`src/rtl/lsu_sequencer.sv`:
```
// Load/store sequencer: one aligned word access per LOAD/STORE with byte enables and load extension.
// Latency: 3 cycles best case (request, bus ack, done); +1 per wait cycle, abort after TIMEOUT cycles.
// Backpressure: stall holds the core while the access is outstanding; bus_req is held until bus_ack.
module lsu_sequencer #(
    parameter int TIMEOUT = 255,
    parameter int CNT_W   = $clog2(TIMEOUT + 1)
) (
    input  logic        clk,
    input  logic        rst_n,
    input  logic        mem_req,
    input  logic        mem_rw,
    input  logic [2:0]  funct3,
    input  logic [31:0] addr,
    input  logic [31:0] wdata,
    output logic        stall,
    output logic [31:0] ld_data,
    output logic        ld_vld,
    output logic        err,
    output logic        bus_req,
    output logic        bus_we,
    output logic [31:0] bus_addr,
    output logic [3:0]  bus_be,
    output logic [31:0] bus_wdata,
    input  logic        bus_ack,
    input  logic [31:0] bus_rdata
);
    localparam logic [1:0] IDLE   = 2'd0;
    localparam logic [1:0] ACCESS = 2'd1;
    localparam logic [1:0] DONE   = 2'd2;

    logic [1:0]       state;
    logic [CNT_W-1:0] cnt;
    logic [2:0]       f3_q;
    logic [1:0]       off_q;
    logic             fail_q;
    logic             ld_ok_q;

    logic             legal_f3;
    logic             misalign;
    logic [3:0]       be_nxt;
    logic [31:0]      wdata_nxt;
    logic [31:0]      shifted;
    logic [31:0]      ext;

    always_comb begin
        legal_f3 = (funct3 == 3'b000) || (funct3 == 3'b001) || (funct3 == 3'b010) ||
                   (funct3 == 3'b100) || (funct3 == 3'b101);
        misalign = ((funct3[1:0] == 2'b01) && addr[0]) ||
                   ((funct3 == 3'b010) && (addr[1:0] != 2'b00));
        case (funct3[1:0])
            2'b00: begin
                be_nxt    = 4'b0001 << addr[1:0];
                wdata_nxt = {4{wdata[7:0]}};
            end
            2'b01: begin
                be_nxt    = 4'b0011 << addr[1:0];
                wdata_nxt = {2{wdata[15:0]}};
            end
            default: begin
                be_nxt    = 4'b1111;
                wdata_nxt = wdata;
            end
        endcase
    end

    // The addressed byte/half is moved down to lane 0 before extension.
    always_comb begin
        shifted = bus_rdata >> {off_q, 3'b000};
        case (f3_q)
            3'b000:  ext = {{24{shifted[7]}}, shifted[7:0]};
            3'b001:  ext = {{16{shifted[15]}}, shifted[15:0]};
            3'b100:  ext = {24'd0, shifted[7:0]};
            3'b101:  ext = {16'd0, shifted[15:0]};
            default: ext = bus_rdata;
        endcase
    end

    always_ff @(posedge clk or negedge rst_n) begin
        if (!rst_n) begin
            state     <= IDLE;
            cnt       <= '0;
            f3_q      <= 3'd0;
            off_q     <= 2'd0;
            fail_q    <= 1'b0;
            ld_ok_q   <= 1'b0;
            ld_data   <= 32'd0;
            bus_we    <= 1'b0;
            bus_addr  <= 32'd0;
            bus_be    <= 4'd0;
            bus_wdata <= 32'd0;
        end else begin
            case (state)
                IDLE: begin
                    if (mem_req) begin
                        bus_we    <= mem_rw;
                        bus_addr  <= {addr[31:2], 2'b00};
                        bus_be    <= be_nxt;
                        bus_wdata <= wdata_nxt;
                        f3_q      <= funct3;
                        off_q     <= addr[1:0];
                        cnt       <= '0;
                        ld_ok_q   <= 1'b0;
                        if (!legal_f3 || misalign) begin
                            fail_q <= 1'b1;
                            state  <= DONE;
                            if (!mem_rw) ld_data <= 32'd0;
                        end else begin
                            fail_q <= 1'b0;
                            state  <= ACCESS;
                        end
                    end
                end
                ACCESS: begin
                    // An ack on the final allowed cycle still completes the access.
                    if (bus_ack) begin
                        state <= DONE;
                        if (!bus_we) begin
                            ld_data <= ext;
                            ld_ok_q <= 1'b1;
                        end
                    end else if (cnt == CNT_W'(TIMEOUT - 1)) begin
                        state  <= DONE;
                        fail_q <= 1'b1;
                        if (!bus_we) ld_data <= 32'd0;
                    end else begin
                        cnt <= cnt + CNT_W'(1);
                    end
                end
                DONE:    state <= IDLE;
                default: state <= IDLE;
            endcase
        end
    end

    // Reset also forces stall low so the core is released immediately.
    assign stall   = rst_n & mem_req & (state != DONE);
    assign bus_req = (state == ACCESS);
    assign ld_vld  = (state == DONE) & ld_ok_q;
    assign err     = (state == DONE) & fail_q;
endmodule

```
`config.mk`:
```
export PLATFORM = sky130hd
export DESIGN_NAME = lsu_sequencer
export DESIGN_NICKNAME = d
export VERILOG_FILES = /design/src/rtl/lsu_sequencer.sv
export SDC_FILE = /design/constraint.sdc
export NUM_CORES = 1
export LEC_CHECK = 0
export CAP_MARGIN = 10
export CELL_PAD_IN_SITES_DETAIL_PLACEMENT = 1
export CELL_PAD_IN_SITES_GLOBAL_PLACEMENT = 1
export CORE_MARGIN = 8
export CORE_UTILIZATION = 25
export CTS_BUF_LIST = sky130_fd_sc_hd__clkbuf_16
export DETAILED_ROUTE_END_ITERATION = 10
export PLACE_DENSITY = 0.61
export REMOVE_ABC_BUFFERS = 1
export SLEW_MARGIN = 30
export SYNTH_ARGS = -nofsm -noshare
export SYNTH_HDL_FRONTEND = slang
export SYNTH_SLANG_ARGS = --single-unit
export TNS_END_PERCENT = 100
```
`constraint.sdc`:
```
create_clock -name clk -period 2.3 [get_ports clk]
set_input_delay 0.575 -clock clk [delete_from_list [all_inputs] [get_ports clk]]
set_output_delay 0.575 -clock clk [all_outputs]
set_load 0.02 [all_outputs]
```
* Word-level counts from Yosys, hierarchy flattened
Index checks and enable logic that the tools add are counted.
Word-level totals: register bits after elaboration 116, input port bits 104, output and inout port bits 105, word-level logic and storage cells 92
Operators by class: $add $sub $neg 1, eq/ne operators 23, shift-type cells 3, mux-type cells 29, bitwise gates (word level) 4, reductions and logical operators 21
Operator list (number):
- $mux W32 | 7
- $pmux W32 S2 | 2
- $pmux W32 S4 | 1
- $shr A32 B5 Y16 | 1
- $mux W8 | 3
- $pmux W8 S2 | 1
- $ne A2 B2 Y1 const B | 7
- $eq A3 B3 Y1 const B | 4
- $reduce_and A4 Y1 | 3
- $add A8 B1 Y8 const B | 1
- $eq A8 B8 Y1 const B | 1
- $mux W2 | 4
- $pmux W4 S2 | 1
- $mux W1 | 7
- $reduce_and A7 Y1 | 1
- $eq A3 B1 Y1 const B | 2
- $logic_not A3 Y1 | 2
- $logic_or A1 B1 Y1 | 6
- $ne A3 B3 Y1 const B | 2
- $and A1 B1 Y1 | 4
- $eq A2 B1 Y1 const B | 2
- $logic_not A2 Y1 | 2
- $ne A2 B1 Y1 const B | 2
- $pmux W1 S2 | 2
- other kinds (10) | 13

* Longest topological paths before layout
depth in word-level cells 10, gate-level depth with buffers 7, gate-level depth less buffers 6

* Worst setup path before layout
Ideal clock, no wire load.
kind input-to-reg, start point input funct3[0], end point register ld_data[25], arrival time 1738 ps, required time 2174 ps, setup slack 436 ps, cell stages on the path 6, cell sequence buf_2 > nor2_1 > a21oi_1 > o32ai_2 > buf_6 > a221o_1
Between the ends: longest elaborated chain between the ends 9, elaborated cells between the ends (all ways) 17
RTL lines:
- start: declaration | RTL line 12 | input logic [2:0] funct3,
- $eq A3 B1 Y1 or $logic_not A3 Y1 (tied branches) | RTL line 46 | legal_f3 = (funct3 == 3'b000) || (funct3 == 3'b001) || (funct3 == 3'b010) ||
- $logic_or A1 B1 Y1 (3 in a row) | RTL line 46
- $logic_or A1 B1 Y1 | RTL line 47 | (funct3 == 3'b100) || (funct3 == 3'b101);
- $logic_not A1 Y1 | RTL line 103 | if (!legal_f3 || misalign) begin
- $logic_or A1 B1 Y1 (*) | RTL line 103
- $ne A2 B2 Y1 (no source line) (*)
- $reduce_and A7 Y1 (no source line) (*)
- end signal: assignment | RTL line 118 | ld_data <= ext;
- end: declaration | RTL line 16 | output logic [31:0] ld_data,
Mark *: on every way between the ends. The rest lies on a longest branch, timed or not. A chain may end at the register's enable or synchronous reset.

* Final worst setup path
start point register state[1], end point output bus_req
Between the ends: longest elaborated chain between the ends 1
RTL lines:
- start: declaration | RTL line 31 | logic [1:0] state;
- start signal: assignment | RTL line 80 | state <= IDLE;
- start signal: assignment | RTL line 105 | state <= DONE;
- start signal: assignment | RTL line 109 | state <= ACCESS;
- $eq A2 B1 Y1 | RTL line 137 | assign bus_req = (state == ACCESS);
- end: declaration | RTL line 19 | output logic bus_req,
Every way passes these cells.

==> flow_metrics.tcl <==
set metrics [dict create \
    status "finished clean" \
    fill_cells 2488 \
    rrSetupSlack_ns 0.24 \
    setup_ws_ns 0.122 \
    leakagePower_nw 3.81 \
    fmax_mhz 459 \
    peakVddDrop_v 0.000562 \
    grt_first_pass_wirelength_um 32800 \
    dp_slack_ns -0.327 \
    crit_type "flip-flop to output pin" \
    htree_levels 4 \
    ys_ff_latch 116 \
    portBuffers 206 \
    synth.area.top_cells "dfrtp_1, nand2_1, mux2i_1" \
    post-cts-setup-buffers 0 \
    stdcell_area_um2 8640 \
    insertion_delay_ns 0.42 \
    rsz0062_at_grt "no" \
    cts.sinks 116 \
    die_h_um 166 \
    synthAdderAreaFrac_pct 0.447 \
    ios 209 \
    synth_xor_area_share_pct 0.313 \
    hold_path_class "primary input to asynchronous set/reset pin" \
    grt_overflow_total 0 \
    fin_nets 897 \
    wl_um 21100 \
    cts_inserted_buffers 17 \
    synth_compound_area_share_pct 17.4 \
    synth-warning-count 0 \
    via_count 5254 \
    ys.flop_type "dfrtp_1" \
    drt_iter0_markers 180 \
    clock-root-buffer "clkbuf_16" \
    ys_types 54 \
    syn_inst 577 \
    num_rows 54 \
    cts.clk_slew.worst_paths_ns 0.05 \
    hold_viol 0 \
    slowest_delay_ns 0.45 \
    drc 0 \
    endpoint_kind "output pin" \
    slew_headroom_pct 50.6 \
    synth_top_cell_by_area "dfrtp_1" \
    gp_congestion 0.799 \
    worstMarginPinSlew_ns 0.741 \
    synth_most_common_cell "nand2_1" \
    start_util_pct 25.5 \
    period_share_pct 94.7 \
    grt_start_max_net_pins 117 \
    p_total_mw 9.42 \
    dpl_cell_area_um2 8080 \
    ant_nets 0 \
    worst_hold_slack_ns 0.256 \
    synthTopCellsByCount "nand2_1, dfrtp_1, nor2_1" \
    start_kind "flip-flop" \
    drtPass1Iterations 4 \
    synthToLayoutAreaGrowth_pct 54.5 \
    hpwl_um 15400 \
    p_per_area_nw_per_um2 1090 \
    avgSynthCellArea_um2 9.69 \
    crit_chain "nand2b_1 -> inv_1 -> dlygate4sd2_1" \
    async_flop_share_pct 100 \
    vias_per_cell 4.86 \
    synth_mux_area_share_pct 6.69 \
    dieWidth_um 166 \
    maxCapViolations 0 \
    cts_tree "done" \
    drv_slew 0 \
    setup_viol 0 \
    wl_per_cell_um 19.5 \
    ys_seq_area_share_pct 51.9 \
    grt_pass1_vias 5734 \
    track_usage_pct 15.5 \
    ctsLongestPathBuffers 2 \
    critPathMaxFanout 6 \
    core_area_um2 21900 \
    diodes 0 \
    cpMaxStageDelayCell "dfrtp_1" \
    cp_data_required_time_ns 1.73 \
    netlist_area_um2 5590 \
    post-route-min-period_ns 2.18 \
    yosys.area.top_type_share_pct 51.9 \
    synth_top_family_by_area "simple AND/OR/NAND/NOR gates" \
    skew_ns 0.0124 \
    dieArea_um2 27400 \
    yosys.area_share.simple_pct 18.4 \
    synth_edf_count 0 \
    antenna_found_initial 0 \
    drive_above_1_share_pct 8.86 \
    critPathArrivalTime_ns 1.60 \
]
## metrics by stage
step	util [%]	TNS [ns]	cells
finish	39.5	0	1081
global placement	36.9	-4.10	1052
global route	39.5	0	1081
floorplan	-	-96.38	536
detailed placement	36.9	-6.61	1052
CTS	39.5	0	1081
## final timing paths
| path | startpoint | end | cells past startpoint |
|---|---|---|---|
| worst max-delay path | state[1] | bus_req | 3 |
| worst min-delay path | rst_n | ld_data[0] | 2 |
| worst max register to register | state[0] | ld_data[30] | 6 |
| worst min register to register | bus_addr[14] | bus_addr[14] | 2 |
| max in group asynchronous | rst_n | bus_addr[21] | 2 |
| min in group clk | bus_addr[14] | bus_addr[14] | 2 |
## cell usage in the layout (no fill, tap or decap), types with 3 or more instances in the layout
cell type        netlist  routed
clkdlybuf4s50_1        0     201
nand2_1              146     145
dfrtp_1              116     116
nor2_1                41      41
a21oi_1               34      34
mux2i_1               34      34
buf_4                  2      27
o21ai_0               26      26
a221o_1               20      20
clkbuf_16              0      17
inv_1                 15      16
o221ai_1               8       8
and3_1                 7       7
a2bb2oi_1              7       7
nand2b_1               6       6
nand3_1                6       6
o211ai_1               5       5
a22o_1                 5       5
nor4bb_1               4       4
a311oi_1               4       4
a221oi_1               4       4
dlygate4sd2_1          0       4
buf_12                 0       4
nor2b_1                3       3
or3_1                  3       3
a31oi_1                3       3
clkinvlp_4             0       3
bufinv_16              0       3
## area by class of cell
cell class	instances	area, µm²	share of cell area [%]
clock buffer	17	425	4.92
inverter	15	56.3	0.652
tap	280	350	4.05
multi-input combinational	405	2430	28.2
sequential	116	2900	33.6
timing repair buffer	236	2330	27.0
clock inverter	12	143	1.65
## per-layer routing
| metal | part of all wire (%) | wire length [µm] | vias to the layer above | GRT usage, % |
|---|---|---|---|---|
| li1 | - | - | 2450 | - |
| met1 | 40 | 8420 | 2599 | 17.7 |
| met2 | 48 | 10100 | 177 | 25.2 |
| met3 | 10 | 2150 | 28 | 6.84 |
| met4 | 2.0 | 415 | 0 | 5.88 |
| met5 | 0 | 0 | - | 0 |
## cells by family after synthesis
| kind of cell | after synthesis |
|---|---|
| adders and majority gates | 2 |
| other | 1 |
| buffers and inverters | 57 |
| and+or+nand+nor | 231 |
| AOI/OAI and AO/OA | 132 |
| xor gates and xnor gates | 2 |
| muxes | 36 |
| DFF | 116 |
## registers in the layout, indices dropped and copies added (netlist names)
register / flops
cnt: 8
ld_data: 32
bus_we: 1
state: 2
bus_addr: 30
ld_ok_q: 1
off_q: 2
bus_be: 4
fail_q: 1
bus_wdata: 32
f3_q: 3
## worst max-delay path: cells and delay by family, from the launching register on
kind	cells	cell delay, ns
buffers and inverters	2	0.52
AND/OR/NAND/NOR	1	0.22
flip-flops	1	0.45
## repair_timing
item	CTS	global route
resized for setup	4	0
setup endpoints to repair	4	1
pin swaps	0	1
hold buffers	0	0
## power by group
part	internal [mW]	total [mW]	switching, mW
registers	2.66	3.10	0.440
logic	1.74	3.71	1.98
clock network	1.67	2.61	0.944
(Power assumes the default switching activity.)
